**config.mk**
```make
export PLATFORM = sky130hd
export DESIGN_NAME = sweep_sequencer
export DESIGN_NICKNAME = d
export VERILOG_FILES = /design/src/rtl/sweep_sequencer.sv
export SDC_FILE = /design/constraint.sdc
export NUM_CORES = 1
export LEC_CHECK = 0
export CELL_PAD_IN_SITES_DETAIL_PLACEMENT = 1
export CELL_PAD_IN_SITES_GLOBAL_PLACEMENT = 1
export CORE_MARGIN = 5
export CORE_UTILIZATION = 35
export CTS_CLUSTER_SIZE = 16
export DETAILED_ROUTE_END_ITERATION = 8
export PLACE_DENSITY = 0.76
export SYNTH_ARGS = -nofsm -noshare
export SYNTH_HDL_FRONTEND = slang
export SYNTH_SLANG_ARGS = --single-unit
export TNS_END_PERCENT = 20
```
**constraint.sdc**
```tcl
create_clock -name clock -period 2.4 [get_ports clock]
set_input_delay 0.48 -clock clock [delete_from_list [all_inputs] [get_ports clock]]
set_output_delay 0.48 -clock clock [all_outputs]
set_load 0.02 [all_outputs]
```
**src/rtl/sweep_sequencer.sv**
```systemverilog
// sweep_sequencer: steps the servo through 8 positions in ping-pong order.
// At each position it dwells for SETTLE_TICKS cycles, requests one
// measurement, then waits for pronto or TIMEOUT_TICKS cycles before stepping.
// Handshake: mede is a one-cycle request pulse. pronto is a completion strobe
// that is sampled only in MEASURE, including the cycle in which mede is high.
// There is no backpressure, and pronto outside MEASURE is ignored.
module sweep_sequencer #(
    parameter int SETTLE_TICKS  = 25000000,
    parameter int TIMEOUT_TICKS = 5000000
) (
    input  logic        clock,
    input  logic        reset_n,
    input  logic        enable,
    input  logic        pronto,
    output logic        mede,
    output logic [2:0]  SEL,
    output logic [11:0] s_angulo,
    output logic        fim_ciclo,
    output logic        timeout,
    output logic [1:0]  db_estado
);

    localparam int MAX_TICKS = (SETTLE_TICKS > TIMEOUT_TICKS) ? SETTLE_TICKS : TIMEOUT_TICKS;
    localparam int TW        = $clog2(MAX_TICKS) + 1;
    localparam logic [TW-1:0] SETTLE_LAST  = TW'(SETTLE_TICKS - 1);
    localparam logic [TW-1:0] TIMEOUT_LAST = TW'(TIMEOUT_TICKS - 1);

    typedef enum logic [1:0] {
        IDLE    = 2'd0,
        SETTLE  = 2'd1,
        MEASURE = 2'd2,
        STEP    = 2'd3
    } state_t;

    state_t        state, state_d;
    logic [TW-1:0] tmr, tmr_d;
    logic [2:0]    pos, pos_d;
    logic          up, up_d;
    logic          mede_d, fim_d, timeout_d;
    logic [11:0]   ang_d;
    logic          reversal;

    // BCD of 20*(p+1) degrees, hundreds in [11:8]
    function automatic logic [11:0] bcd_angle(input logic [2:0] p);
        logic [11:0] a;
        case (p)
            3'd0:    a = 12'h020;
            3'd1:    a = 12'h040;
            3'd2:    a = 12'h060;
            3'd3:    a = 12'h080;
            3'd4:    a = 12'h100;
            3'd5:    a = 12'h120;
            3'd6:    a = 12'h140;
            default: a = 12'h160;
        endcase
        return a;
    endfunction

    // the coming STEP turns around at either end of the sweep
    assign reversal  = (up && (pos == 3'd7)) || (!up && (pos == 3'd0));
    assign SEL       = pos;
    assign db_estado = state;

    // next-state, timer, position and registered-output pulse logic
    always_comb begin
        state_d   = state;
        tmr_d     = tmr;
        pos_d     = pos;
        up_d      = up;
        mede_d    = 1'b0;
        fim_d     = 1'b0;
        timeout_d = 1'b0;
        case (state)
            IDLE: begin
                if (enable) begin
                    state_d = SETTLE;
                    tmr_d   = '0;
                end
            end
            SETTLE: begin
                if (!enable) begin
                    state_d = IDLE;
                    tmr_d   = '0;
                end else if (tmr == SETTLE_LAST) begin
                    state_d = MEASURE;
                    tmr_d   = '0;
                    mede_d  = 1'b1;
                end else begin
                    tmr_d = tmr + TW'(1);
                end
            end
            MEASURE: begin
                // a started measurement finishes regardless of enable
                if (pronto) begin
                    state_d = STEP;
                    tmr_d   = '0;
                    fim_d   = reversal;
                end else if (tmr == TIMEOUT_LAST) begin
                    state_d   = STEP;
                    tmr_d     = '0;
                    fim_d     = reversal;
                    timeout_d = 1'b1;
                end else begin
                    tmr_d = tmr + TW'(1);
                end
            end
            STEP: begin
                if (up) begin
                    if (pos == 3'd7) begin
                        pos_d = 3'd6;
                        up_d  = 1'b0;
                    end else begin
                        pos_d = pos + 3'd1;
                    end
                end else begin
                    if (pos == 3'd0) begin
                        pos_d = 3'd1;
                        up_d  = 1'b1;
                    end else begin
                        pos_d = pos - 3'd1;
                    end
                end
                tmr_d   = '0;
                state_d = enable ? SETTLE : IDLE;
            end
            default: state_d = IDLE;
        endcase
        ang_d = bcd_angle(pos_d);
    end

    // state register plus registered position, angle and pulses
    always_ff @(posedge clock or negedge reset_n) begin
        if (!reset_n) begin
            state     <= IDLE;
            tmr       <= '0;
            pos       <= 3'd0;
            up        <= 1'b1;
            s_angulo  <= 12'h020;
            mede      <= 1'b0;
            fim_ciclo <= 1'b0;
            timeout   <= 1'b0;
        end else begin
            state     <= state_d;
            tmr       <= tmr_d;
            pos       <= pos_d;
            up        <= up_d;
            s_angulo  <= ang_d;
            mede      <= mede_d;
            fim_ciclo <= fim_d;
            timeout   <= timeout_d;
        end
    end

endmodule

```
==> results.json <==
{
  "netSwitchingPower_mw": 1.01,
  "dr.max_layer_used": "met4",
  "crit_type": "reg -> reg",
  "path_max_fanout": 6,
  "detail-route-antenna-nets": 0,
  "post-route-period-util_pct": 94.8,
  "fin_skew_ns": 0.00633,
  "wl_um": 6390,
  "yosys.area_share.xor_xnor_pct": 1.10,
  "cp-end-kind": "flop",
  "synthTopCellsByArea": "dfrtp_1 (39%), nand2_1 (5.3%), ha_1 (5.2%)",
  "wire_per_inst_um": 17.1,
  "synth_edf_count": 0,
  "r2r_slack_ns": 0.12,
  "synth_compound_area_share_pct": 19.8,
  "placement_rows": 30,
  "synth.avg_cell_area_um2": 9.09,
  "htree_levels": 2,
  "hold_viol_final": 0,
  "startpoint_type": "flop",
  "leakage_nw": 1.22,
  "rsz0062_at_grt": "no",
  "crit_path_start": "tmr[19]",
  "synth_top_family_by_area": "simple AND/OR/NAND/NOR gates",
  "synthMuxAreaShare_pct": 2.51,
  "min_period_ns": 2.28,
  "synth_top_area_cell": "dfrtp_1",
  "core-area_um2": 6720,
  "switching_share_pct": 39.5,
  "place_inst": 366,
  "drt_pass1_iterations": 4,
  "seqPwrFrac_pct": 33.7,
  "drv_cap": 0,
  "synthAdderAreaFrac_pct": 5.23,
  "synth_ff_type": "dfrtp_1",
  "ff_latch_area_um2": 978,
  "syn-cell-area_um2": 2390,
  "synth_top_area_share_pct": 38.7,
  "r2r-start": "tmr[19]",
  "layoutNonFillerInstCount": 374,
  "status": "finished clean",
  "r2r_cells": 6,
  "numCtsBuffers": 5,
  "routed-via-count": 2073,
  "place_congestion": 0.769,
  "synth-seq-cells": 39,
  "insertion_delay_ns": 0.29,
  "fillers": 793,
  "grt_pass1_wl_um": 10900,
  "io_buffers": 15,
  "slew_violations": 0,
  "route.met2.wl_um": 3270,
  "power-per-cell-area_nw_per_um2": 908,
  "ys_async_sr_fraction_pct": 100,
  "yosysSeqAreaShare_pct": 40.9,
  "area_delta_synth_final_pct": 17.3,
  "cts_tree": "done",
  "wl_met1_um": 2890,
  "multi_input_area_um2": 1310,
  "yosys.area_share.simple_pct": 24.5,
  "cts_hold_buf": 0,
  "die_area_um2": 8580,
  "overflow": 0,
  "dp_hpwl_um": 4850,
  "dieHeight_um": 92.7,
  "cts.sinks": 39,
  "peakVddDrop_v": 0.000472,
  "r2r-end": "tmr[23]",
  "clk_pin_slew_ns": 0.08,
  "dr_wl_met3_um": 148,
  "combPwrFrac_pct": 43.4,
  "drive_gt1_share_pct": 14.3,
  "cp_data_required_time_ns": 2.58,
  "antenna_cells": 0,
  "ys_warn_count": 0,
  "max_clock_freq_mhz": 440,
  "grt_max_degree": 22,
  "p_int_mw": 1.54,
  "clockRootBuffer": "clkbuf_8",
  "setup_viol": 0,
  "cp.arrival_ns": 2.46,
  "synth_cells": 263,
  "pwr-share-clk_pct": 22.9,
  "nNetsFinal": 307,
  "design.portCount": 24,
  "clock_path_buffers": 2,
  "initial_utilization_pct": 35.6,
  "grt_use_total_pct": 15.9,
  "hp-class": "in -> async",
  "drc": 0,
  "antenna_found_initial": 0,
  "drt_iter0_drc": 104,
  "via_per_inst": 5.54,
  "die-width_um": 92.7,
  "yosysMostFrequentCell": "dfrtp_1",
  "fin_setup_tns_ns": 0,
  "ys_types": 55,
  "synth_common_cells": "dfrtp_1 (37), nand2_1 (34), nor2_1 (18), o21ai_0 (16), a31oi_1 (14)",
  "grt_pass1_vias": 2169
}
## worst max-delay path, cell delays in order, from the launching register on
cell and delay (ns):
dfrtp_1 0.47, nand4_2 0.19, or4_4 0.57, o2111ai_4 0.25, nand2_1 0.20, and3_1 0.22
a221o_1 0.26
## state kept, by name, summed over array words and instances (netlist names), named ones only
name / flops
SEL: 3
mede: 1
up: 1
fim_ciclo: 1
tmr: 26
timeout: 1
s_angulo: 4
db_estado: 1
## kinds of logic (layout without fill, tap and decap cells)
kind of cell	after synthesis	count (layout)
xor gates and xnor gates	3	3
AOI/OAI and AO/OA	71	71
DFF	39	39
buffers and inverters	24	48
other	1	8
and+or+nand+nor	109	109
adders and majority gates	10	10
muxes	6	6
## per-stage QoR
step	utilization [%]	hold WS (ns)	power, mW	setup WS [ns]	area [um2]
2_1_floorplan	-	0.184	1.59	0.378	2420
3_3_place_gp	39.9	0.453	1.94	0.0460	2680
3_5_place_dp	39.9	0.457	1.97	0.0160	2680
4_1_cts	41.6	0.142	2.56	0.00308	2800
5_1_grt	41.7	0.162	2.72	0.00428	2800
6_report	41.7	0.122	2.55	0.125	2800
## layout make-up
class                   count  share of cell area [%]
flip-flops and latches     39                    34.9
multi-input cells         207                    46.7
well taps                  80                    3.57
repair buffers             31                    9.46
clock buffers               6                    2.95
inverters                   9                    1.20
clock inverters             2                    1.25
## power groups by stage
stage          Combinational, mW  Clock, mW  Sequential (mW)
2_1_floorplan              0.654          0            0.934
3_3_place_gp                1.07          0            0.864
3_5_place_dp                1.10          0            0.871
4_1_cts                     1.11      0.589            0.858
5_1_grt                     1.23      0.621            0.874
6_report                    1.10      0.584            0.857
## layer usage
layer  vias up  GRT usage, %
met4         0          4.27
li1        996             -
met3         9          1.95
met2        30          28.1
met5         -             0
met1      1038          20.4
## what timing repair did
item | in CTS | in global routing
setup endpoints to repair | 0 | 15
gates resized for setup | 0 | 2
setup buffers | 0 | 0
endpoints found under the hold margin | 0 | 0
## layout by cell type, fill, tap and decap left out, drive strengths merged, types with 7 or more instances in the layout
cell type      synthesis  final
nor2                  18     18
nand3                 13     13
conb                   1      8
a31oi                 14     14
dfrtp                 37     37
o21ai                 21     21
nand2                 34     34
buf                   12     17
ha                    10     10
nor3                   7      7
a21oi                 13     13
clkdlybuf4s50          0     14
inv                    9      9
## how the worst max path moves through the flow
stage / to
after global routing: tmr[23]
after global placement: tmr[23]
after CTS: tmr[25]
after detailed placement: tmr[25]
final: tmr[23]
after floorplan: tmr[23]
Note: power is estimated with default switching activity, not from simulation.
